`src/rtl/hdb3_encoder.sv`:
```
// -----------------------------------------------------------------------------
// hdb3_encoder
//
// Transmit-side HDB3 line coder. It takes a serial NRZ bit stream, one bit per
// data_valid beat, and produces 2-bit ternary symbols. Marks are AMI coded.
// Every run of four zeros is replaced by 000V or B00V.
//
// The coder keeps a 4-entry look-ahead pipeline. When the fourth zero of a run
// arrives, the first zero of that run is still inside the pipeline, so it can
// be tagged as a B pulse before it is emitted. Each emitted symbol is the entry
// leaving the oldest pipeline stage. A bit accepted on beat k is therefore
// presented on the cycle after beat k+4.
//
// Ports:
//   clk         system clock, rising edge
//   rst         asynchronous active-high reset
//   data_valid  nrz_in carries a valid bit this cycle
//   nrz_in      NRZ data bit
//   hdb3_out    2'b01 = +1, 2'b10 = -1, 2'b00 = zero (2'b11 is never driven)
//   hdb3_valid  one-cycle strobe marking a new symbol on hdb3_out
//   subst_cnt   number of V symbols emitted, saturating
//               (present only when HDB3_ENC_SUBST_CNT_EN is defined)
//
// Optional feature macro: HDB3_ENC_SUBST_CNT_EN
// -----------------------------------------------------------------------------
module hdb3_encoder #(
  parameter logic FIRST_POS = 1'b1,
  parameter int   CNT_W     = 16
) (
  input  logic             clk,
  input  logic             rst,
  input  logic             data_valid,
  input  logic             nrz_in,
  output logic [1:0]       hdb3_out,
  output logic             hdb3_valid
`ifdef HDB3_ENC_SUBST_CNT_EN
  ,
  output logic [CNT_W-1:0] subst_cnt
`endif
);

  // Map a pulse polarity (1 = positive) onto the symbol bus code.
  function automatic logic [1:0] pulse_sym(input logic pos);
    return pos ? 2'b01 : 2'b10;
  endfunction

  logic [3:0] sr_q,    sr_d;
  logic [3:0] v_tag_q, v_tag_d;
  logic [3:0] b_tag_q, b_tag_d;
  logic [1:0] zcnt_q,  zcnt_d;
  logic       par_q,   par_d;
  logic [2:0] fill_q,  fill_d;
  logic       last_pol_q, last_pol_d;
  logic [1:0] out_q,   out_d;
  logic       valid_q, valid_d;
  logic       subst;
  logic       emit_pol;

  always_comb begin
    sr_d       = sr_q;
    v_tag_d    = v_tag_q;
    b_tag_d    = b_tag_q;
    zcnt_d     = zcnt_q;
    par_d      = par_q;
    fill_d     = fill_q;
    last_pol_d = last_pol_q;
    out_d      = out_q;
    valid_d    = 1'b0;
    subst      = 1'b0;
    emit_pol   = last_pol_q;

    if (data_valid) begin
      // Input side: track the zero run and the mark parity since the last V.
      subst = !nrz_in && (zcnt_q == 2'd3);

      sr_d    = {sr_q[2:0], nrz_in};
      v_tag_d = {v_tag_q[2:0], subst};
      b_tag_d = {b_tag_q[2:0], 1'b0};

      if (nrz_in) begin
        zcnt_d = 2'd0;
        par_d  = ~par_q;
      end else if (subst) begin
        zcnt_d = 2'd0;
        par_d  = 1'b0;
        // Even marks since the last V: the oldest zero of this run is now
        // landing in sr[3] and becomes the balancing B pulse.
        if (!par_q) begin
          b_tag_d[3] = 1'b1;
        end
      end else begin
        zcnt_d = zcnt_q + 2'd1;
      end

      // Output side: the entry leaving sr[3] is encoded once the pipe is full.
      if (fill_q == 3'd4) begin
        valid_d = 1'b1;
        if (v_tag_q[3]) begin
          // Violation repeats the previous polarity and leaves it unchanged.
          emit_pol = last_pol_q;
          out_d    = pulse_sym(emit_pol);
        end else if (sr_q[3] || b_tag_q[3]) begin
          emit_pol   = ~last_pol_q;
          last_pol_d = emit_pol;
          out_d      = pulse_sym(emit_pol);
        end else begin
          out_d = 2'b00;
        end
      end else begin
        fill_d = fill_q + 3'd1;
      end
    end
  end

  always_ff @(posedge clk or posedge rst) begin
    if (rst) begin
      sr_q       <= 4'd0;
      v_tag_q    <= 4'd0;
      b_tag_q    <= 4'd0;
      zcnt_q     <= 2'd0;
      par_q      <= 1'b0;
      fill_q     <= 3'd0;
      last_pol_q <= ~FIRST_POS;
      out_q      <= 2'b00;
      valid_q    <= 1'b0;
    end else begin
      sr_q       <= sr_d;
      v_tag_q    <= v_tag_d;
      b_tag_q    <= b_tag_d;
      zcnt_q     <= zcnt_d;
      par_q      <= par_d;
      fill_q     <= fill_d;
      last_pol_q <= last_pol_d;
      out_q      <= out_d;
      valid_q    <= valid_d;
    end
  end

  assign hdb3_out   = out_q;
  assign hdb3_valid = valid_q;

`ifdef HDB3_ENC_SUBST_CNT_EN
  logic [CNT_W-1:0] cnt_q, cnt_d;

  // Counts in step with the symbol register, so it moves on the same edge
  // that raises hdb3_valid for a V symbol.
  always_comb begin
    cnt_d = cnt_q;
    if (data_valid && (fill_q == 3'd4) && v_tag_q[3] && (cnt_q != {CNT_W{1'b1}})) begin
      cnt_d = cnt_q + 1'b1;
    end
  end

  always_ff @(posedge clk or posedge rst) begin
    if (rst) begin
      cnt_q <= '0;
    end else begin
      cnt_q <= cnt_d;
    end
  end

  assign subst_cnt = cnt_q;
`else
  // The counter width only matters when the counter is built.
  logic unused_cnt_w;
  assign unused_cnt_w = (CNT_W > 0);
`endif

endmodule

```
`config.mk`:
```
export PLATFORM = sky130hd
export DESIGN_NAME = hdb3_encoder
export DESIGN_NICKNAME = d
export VERILOG_FILES = /design/src/rtl/hdb3_encoder.sv
export SDC_FILE = /design/constraint.sdc
export NUM_CORES = 1
export LEC_CHECK = 0
export BUFFER_PORTS_ARGS = -buffer_cell sky130_fd_sc_hd__buf_2
export CAP_MARGIN = 20
export CORE_MARGIN = 2
export CORE_UTILIZATION = 50
export CTS_BUF_LIST = sky130_fd_sc_hd__clkbuf_16
export DETAILED_ROUTE_END_ITERATION = 10
export PLACE_DENSITY_LB_ADDON = 0.1
export SLEW_MARGIN = 40
export SYNTH_ARGS = -nofsm -noshare
export SYNTH_HDL_FRONTEND = slang
export SYNTH_SLANG_ARGS = --single-unit
```
`constraint.sdc`:
```
create_clock -name clk -period 1.32 [get_ports clk]
set_input_delay 0 -clock clk [delete_from_list [all_inputs] [get_ports clk]]
set_output_delay 0 -clock clk [all_outputs]
set_load 0.02 [all_outputs]
```
==> Word level (Yosys, flattened, before mapping) <==
Cells that the tools add are included.
{ "classes": {"mul": 0, "eq_ne": 2, "n_addsub": 2, "n_mux": 13, "n_lt_le_gt_ge": 0, "div": 0, "bitwise_logic": 4, "reduce_logical": 8, "shift": 0} }
{ "op_table": {"columns": ["operator", "n"], "rows": [
  ["$mux 2", 6],
  ["$mux 1", 7],
  ["$reduce_and 2->1", 3],
  ["$not 1->1", 4],
  ["$reduce_and 4->1", 1],
  ["$add 3x1->3 const B", 1],
  ["$eq 3x3->1 const B", 1],
  ["$add 2x1->2 const B", 1],
  ["$eq 2x2->1 const B", 1],
  ["$reduce_bool 2->1", 1],
  ["$logic_and 1x1->1", 1],
  ["$logic_not 1->1", 1],
  ["$logic_or 1x1->1", 1]
]} }
{ "totals": {"latch_bits": 0, "in_bits": 4, "n_memories": 0, "ff_bits": 19, "ramBits": 0, "rom_bits": 0, "wordCells": 38, "out_inout_bits": 3} }

==> Logic depth before layout (Yosys ltp) <==
Gate-level depths: netlist of run 1.
{ "depth": {"word_depth": 4, "ltp_mapped": 6, "ltp_nobuf": 5} }

==> Worst setup path before layout of run 1 <==
OpenSTA, ideal clock, no wires.
{ "synth_path": {"path_kind": "register to register", "from": "register fill_q[0]", "to": "register out_q[1] (netlist: hdb3_out[1])", "n_path_buf": 1, "setup_time_ns": 0.121, "period_less_slack_ns": 1.230, "stages_incl_launch_ff": 7, "required_ns": 1.199, "t_arrival_ns": 1.109, "setup_slack_ns": 0.090, "cell_sequence": "dfrtp_1 -> inv_1 -> ha_1 -> and3_1 -> buf_6 -> o21ai_1 -> o22a_1"} }
{ "synth_via": {"elab_chain_cells": 2} }
{ "synth_lines": {"columns": ["element", "line", "rtl"], "rows": [
  ["start: declaration", "52", "logic [2:0] fill_q, fill_d;"],
  ["start signal: assignment", "132", "fill_q <= fill_d;"],
  ["$eq 3x3->1", "96", "if (fill_q == 3'd4) begin"],
  ["$reduce_and 2->1 (no source line)", null, null],
  ["end signal: assignment", "134", "out_q <= out_d;"],
  ["end: declaration", "54", "logic [1:0] out_q, out_d;"]
]} }
No other way between the ends.
A chain may end at the register's enable or synchronous reset.

==> Worst setup path in the final report of run 1 <==
Ends and elaborated chain as after synthesis.

==> results of run 1 <==
-- kinds of logic (layout without fill, tap and decap cells) --
group / Yosys count / after routing / share of synthesized area
XOR/XNOR: 2 / 2 / 0.02078
AND/OR/NAND/NOR: 12 / 12 / 0.07418
adder cells (fa/ha/maj): 3 / 3 / 0.04452
buffers and inverters: 11 / 22 / 0.06676
AO/OA/AOI/OAI: 16 / 16 / 0.1365
flip-flops: 19 / 19 / 0.5638
multiplexers: 7 / 7 / 0.09348
-- metrics by stage --
| stage | setup TNS, ns | worst slack [ns] |
|---|---|---|
| finish | 0 | 0.08518 |
| global route | 0 | 0.01492 |
| CTS | 0 | 0.02789 |
| detailed placement | -0.002879 | -0.002879 |
| global placement | 0 | 0.04938 |
| floorplan | 0 | 0.08974 |
-- Yosys cell counts, drive strengths merged --
library cell  count
inv               8
xnor2             2
nor3b             1
o21a              1
nor3              1
nor2b             1
buf               3
nand2             5
a21boi            1
dfrtp            19
o211ai            2
and3              1
o22a              1
a21oi             1
a31oi             1
nand3b            2
ha                3
o21bai            1
mux2              7
nor2              1
o21ai             8
-- cell type report --
type,instances,share of cell area
clock buffer,3,0.07624
clock inverter,1,0.005083
inverter,8,0.03050
multi-input combinational,40,0.3215
sequential,19,0.4828
tap,16,0.02033
timing repair buffer,10,0.06353
-- state kept, by name (all words and copies together), names as in the netlist --
| register | cells |
|---|---|
| hdb3_out | 2 |
| v_tag_q | 4 |
| hdb3_valid | 1 |
| zcnt_q | 2 |
| last_pol_q | 1 |
| sr_q | 4 |
| b_tag_q | 1 |
| par_q | 1 |
| fill_q | 3 |
-- final timing paths --
check,start,end
max,fill_q[0]$_DFFE_PP0P_,hdb3_out[1]$_DFFE_PP0P_
min,nrz_in,par_q$_DFFE_PP0P_
max reg2reg,fill_q[0]$_DFFE_PP0P_,hdb3_out[1]$_DFFE_PP0P_
min reg2reg,par_q$_DFFE_PP0P_,par_q$_DFFE_PP0P_
max in group asynchronous,rst,b_tag_q[3]$_DFFE_PP0P_
min in group asynchronous,rst,fill_q[2]$_DFFE_PP0P_
-- power by group through the flow --
stage | logic [mW] | registers (mW) | clock network [mW]
after floorplan | 0.330 | 0.882 | 0
after global placement | 0.466 | 0.846 | 0
after global routing | 0.573 | 0.870 | 0.646
final | 0.491 | 0.844 | 0.604
after detailed placement | 0.477 | 0.854 | 0
after CTS | 0.491 | 0.846 | 0.617
-- layer usage --
layer,part of all wire,vias to the layer above
met1,0.49,240
li1,-,258
met3,0.052,0
met4,0,0
met5,0,-
met2,0.46,8
-- cells in the final DEF (no fill, tap or decap), types with 3 or more instances in the layout --
cell	synthesis	routed
inv_1	8	8
nand2_1	5	5
clkbuf_16	0	3
ha_1	3	3
o21ai_0	6	6
dfrtp_1	19	19
mux2_2	7	7
buf_2	0	6
buf_4	2	3
-- worst max-delay path, delay by kind of cell, from the launching register on --
family	cells	cell delay, ns
AO/OA/AOI/OAI	2	0.25
adder cells (fa/ha/maj)	1	0.17
buffers and inverters	1	0.09
flip-flops	1	0.37
AND/OR/NAND/NOR	1	0.23
-- repair_timing --
item | 4_1_cts | 5_1_grt
setup endpoints to repair | 1 | 1
hold endpoints to repair | 19 | 0
pin swaps | 0 | 0
resized for setup | 1 | 1
hold buffers | 1 | 0
==> impl_metrics.csv, run 1 <==
group,metric,value,unit
route,first_iter_violations,3,
setup_path,crit_required,1.45,ns
power_and_ir_drop,p_per_area,1969,nW/um^2
cts,cts_root_buf,"clkbuf_16",
route,final_antenna_net_count,0,
global_routing,grt.total_usage,0.1636,
global_routing,grt_pass1_vias,561,
worst_hold_path,hp-class,"primary input to flop",
power_and_ir_drop,pwr-share-seq,0.436,
yosys,yosysTopAreaCell,"dfrtp_1",
yosys,ys_seq_area_frac,0.5638,
placed_design,dp_hpwl,798.7,um
timing,finalHoldViolCount,0,
die,fp.dieW,45.07,um
timing,hold-worst-slack,0.06203,ns
setup_path,start_kind,"flop",
power_and_ir_drop,p_int,1.381,mW
setup_path,cpMaxStageDelayCell,"dfrtp_1",
layout,multi_input_area,316.6,sq um
global_routing,grt_max_degree,20,
yosys,synthesis.nets,77,
yosys,ys_seq_elements,19,
setup_path,crit_path_cell_trace,"inv_1 > ha_1 > and3_4 > o21ai_1 > o22a_1",
layout,n_fill_cell,131,
timing,post-route-period-util,0.9355,
route,post_drt_wl_per_cell,12.46,um
setup_path,arrival,1.36,ns
global_routing,met1_usage,0.1969,
route,wl,1209,um
layout,area.growth.synth_to_final,16.77,%
global_routing,use_met2,0.2714,
global_routing,antenna_found_initial,0,
cts,cts.clk_slew.worst_paths,0.05,ns
job,maxCapViolations,0,
die,row_count,14,
layout,n_antenna_cell,0,
power_and_ir_drop,p_sw,557.5,uW
route,drc,0,
setup_path,critPathKind,"flop to flop",
cts,cts_max_level,1,
yosys,yosysTopAreaCellShare,0.5638,
timing,setup_violations,0,
timing,tightest_slew,0.2313,ns
layout,drive_gt1_frac,0.2840,
die,io_pins,7,
yosys,synth_cell_types,24,
timing,relSlewSlack,0.8458,
layout,layout.nets,89,
timing,rsz0062_at_grt,"no",
power_and_ir_drop,leakagePower,0.4607,nW
global_routing,grt_pass1_wl,2346,um
cts,clock_latency,0.25,ns
layout,seqCellArea,475.5,sq um
setup_path,r2r_cells,5,
timing,skew,0.001056,ns
yosys,synth_warnings,0,
power_and_ir_drop,finalPower,1.939,mW
setup_path,max_stage_delay,0.37,ns
placed_design,io_buffers,6,
worst_hold_path,holdPathStages,3,
power_and_ir_drop,p_comb_frac,0.253,
layout,instances_no_fill,97,
global_routing,grt.busiest_layer,"met2",
layout,post-route-util,0.6388,
route,viasPerCell,5.216,
die,core,1541,sq um
setup_path,endpoint_kind,"flop",
die,die_h,45.07,um
yosys,syn_area,843.3,sq um
power_and_ir_drop,clkPwrFrac,0.311,
placed_design,gp_congestion,0.7139,
yosys,syn_avg_cell_area,12.05,sq um
die,dieArea,2031,sq um
power_and_ir_drop,p_sw_frac,0.2875,
cts,cts_setup_buffers,0,
yosys,syn_inst,70,
route,dr_total_vias,506,
placed_design,postPlaceCellArea,889.6,sq um
setup_path,path_max_fanout,6,
timing,timing.fmax,0.8098,GHz
cts,ctsLongestPathBuffers,2,
placed_design,dp.cells,92,
yosys,synth.area.top_cells,"dfrtp_1 56%, mux2_2 9.3%, ha_1 4.5%",
timing,fin_crit,1.235,ns
global_routing,overflow,0,
status,status,"finished clean",
setup_path,rrSetupSlack,0.09,ns
global_routing,met3_usage,0.07200,
cts,cts_buffers,3,
cts,clock_sinks,19,
cts,cts_tree,"yes",
layout,final_area,984.7,sq um
die,initial_core_util,0.5471,
power_and_ir_drop,peakVddDrop,0.001618,V
timing,slew_violations,0,
route,first_pass_iters,4,
Power figures use the tool's default switching activity.
==> run 2, diff against run 1 <==
--- a/config.mk
+++ b/config.mk
@@ -6,5 +6,4 @@
 export NUM_CORES = 1
 export LEC_CHECK = 0
-export BUFFER_PORTS_ARGS = -buffer_cell sky130_fd_sc_hd__buf_2
 export CAP_MARGIN = 20
 export CORE_MARGIN = 2
@@ -12,4 +11,5 @@
 export CTS_BUF_LIST = sky130_fd_sc_hd__clkbuf_16
 export DETAILED_ROUTE_END_ITERATION = 10
+export DONT_BUFFER_PORTS = 1
 export PLACE_DENSITY_LB_ADDON = 0.1
 export SLEW_MARGIN = 40
==> constraint.sdc (replaced) <==
create_clock -name clk -period 1.32 [get_ports clk]
set_input_delay 0 -clock clk [delete_from_list [all_inputs] [get_ports clk]]
set_output_delay 0 -clock clk [all_outputs]
set_load 0.05 [all_outputs]
==> run 2 against run 1 <==
Fmax rose by 2.4%. Worst setup slack better by 0.029 ns. Via count up 3.8%. Non-clock buffer count down 2. Combinational power is 16% higher. Hold slack better by 0.0021 ns. Sequential power up 3.6%. Critical path depth did not move. Clock skew hardly changed. Cell area is 0.89% higher. Die area unchanged. Critical path type unchanged. Critical endpoint unchanged. Largest power group unchanged.
==> impl_metrics.csv, run 2 (synthesis results as in run 1) <==
group,metric,value,unit
timing,worst_slack,0.1138,ns
setup_path,endpoint_kind,"flop",
setup_path,crit_required,1.45,ns
timing,fin_crit,1.206,ns
power_and_ir_drop,p_per_area,2063,nW/um^2
setup_path,arrival,1.34,ns
layout,drive_gt1_frac,0.2152,
global_routing,overflow,0,
global_routing,grt_pass1_vias,506,
layout,seqCellArea,475.5,sq um
placed_design,gp_congestion,0.7122,
power_and_ir_drop,leakagePower,0.4635,nW
die,dieArea,2031,sq um
power_and_ir_drop,p_sw_frac,0.3193,
global_routing,grt_max_degree,19,
setup_path,critPathKind,"flop to flop",
layout,n_fill_cell,122,
worst_hold_path,hold_path.startpoint,"data_valid",
cts,ctsLongestPathBuffers,2,
power_and_ir_drop,p_comb_frac,0.278,
global_routing,antenna_found_initial,0,
timing,fin_tns_setup,0,ns
die,row_count,14,
route,first_iter_violations,2,
worst_hold_path,hp-class,"primary input to flop",
timing,post-route-period-util,0.9138,
cts,cts_tree,"yes",
layout,multi_input_area,316.6,sq um
cts,cts_root_buf,"clkbuf_16",
route,dr_wl_met2,515,um
timing,finalHoldViolCount,0,
die,fp.dieW,45.07,um
die,die_h,45.07,um
timing,rsz0062_at_grt,"no",
cts,cts_setup_buffers,0,
timing,slew_violations,0,
power_and_ir_drop,clkPwrFrac,0.296,
job,maxCapViolations,0,
setup_path,start_kind,"flop",
power_and_ir_drop,p_sw,654.3,uW
route,post_drt_wl_per_cell,13.54,um
layout,reg.largest.list,"sr_q (4), v_tag_q (4), fill_q (3)",
setup_path,startpoint,"fill_q[0]$_DFFE_PP0P_",
placed_design,pre_cts_ws,0.008883,ns
timing,skew,0.001019,ns
die,core,1541,sq um
cts,cts.clk_slew.worst_paths,0.05,ns
die,initial_core_util,0.5471,
setup_path,path_max_fanout,6,
power_and_ir_drop,pwr-share-seq,0.427,
cts,cts_buffers,3,
route,wl_met3,43,um
layout,mostFrequentLayoutCells,"19 x dfrtp_1, 9 x inv_1, 7 x mux2_2, 6 x o21ai_0, 5 x nand2_1",
route,met1_length,681,um
route,final_antenna_net_count,0,
cts,clock_sinks,19,
die,io_pins,7,
timing,timing.fmax,0.8290,GHz
cts,clock_latency,0.25,ns
timing,relSlewSlack,0.5711,
layout,area.growth.synth_to_final,17.80,%
route,wl,1286,um
timing,hold-worst-slack,0.06410,ns
cts,cts_max_level,1,
setup_path,reg2reg_from,"fill_q[0]$_DFFE_PP0P_",
route,top_layer,"met4",
global_routing,grt_pass1_wl,2242,um
route,first_pass_iters,4,
layout,layout_commonest_cell,"dfrtp_1",
timing,setup_violations,0,
global_routing,grt.total_usage,0.1618,
status,status,"finished clean",
placed_design,io_buffers,0,
timing,tightest_slew,0.6433,ns
placed_design,dp_hpwl,858.7,um
layout,n_antenna_cell,0,
power_and_ir_drop,p_int,1.395,mW
route,drc,0,
power_and_ir_drop,peakVddDrop,0.001189,V
route,dr_total_vias,525,
layout,layout.nets,87,
route,viasPerCell,5.526,
[run 2: metrics by stage]
stage	utilization	instance area, sq um	total power, mW	std cells
6_report	0.6445	993.5	2.049	95
3_5_place_dp	0.5625	867.1	1.431	87
2_1_floorplan	-	843.3	1.302	70
5_1_grt	0.6445	993.5	2.178	95
4_1_cts	0.6331	975.9	2.050	94
3_3_place_gp	0.5625	867.1	1.402	87
[run 2: final timing paths]
kind | end | slack (ns) | cells past startpoint
setup reg to reg | hdb3_out[1]$_DFFE_PP0P_ | 0.11 | 5
setup / recovery | hdb3_out[1]$_DFFE_PP0P_ | 0.11 | 5
hold reg to reg | v_tag_q[3]$_DFFE_PP0P_ | 0.49 | 2
max in group asynchronous | hdb3_valid$_DFF_PP0_ | 0.67 | 3
hold / removal | fill_q[0]$_DFFE_PP0P_ | 0.06 | 2
min in group asynchronous | sr_q[2]$_DFFE_PP0P_ | 0.18 | 2
[run 2: cell type report]
| type | instances | share of cell area |
|---|---|---|
| multi-input cells | 40 | 0.3186 |
| clock buffers | 3 | 0.07557 |
| well taps | 16 | 0.02015 |
| inverters | 8 | 0.03023 |
| repair buffers | 8 | 0.07305 |
| clock inverters | 1 | 0.003778 |
| flip-flops and latches | 19 | 0.4786 |
[run 2: critical path, cell delays in order, from the launching register on]
cell	delay [ns]
dfrtp_1	0.37
inv_1	0.09
ha_1	0.17
and3_4	0.23
o21ai_1	0.07
o22a_1	0.15
[run 2: repair_timing]
item,4_1_cts,5_1_grt
hold buffers,3,1
hold endpoints to repair,32,1
gates resized for setup,0,3
endpoints found under the setup margin,0,4
[run 2: metal layers]
layer | vias up | track usage
met5 | - | 0
met4 | 0 | 0.1235
met3 | 4 | 0.03600
met2 | 10 | 0.2343
met1 | 255 | 0.2094
li1 | 256 | -
[run 2: power by group through the flow]
stage,sequential (mW),combinational (mW),clock [mW]
global placement,0.878,0.524,0
global route,0.893,0.636,0.649
floorplan,0.972,0.330,0
CTS,0.874,0.563,0.613
detailed placement,0.885,0.546,0
finish,0.874,0.569,0.606
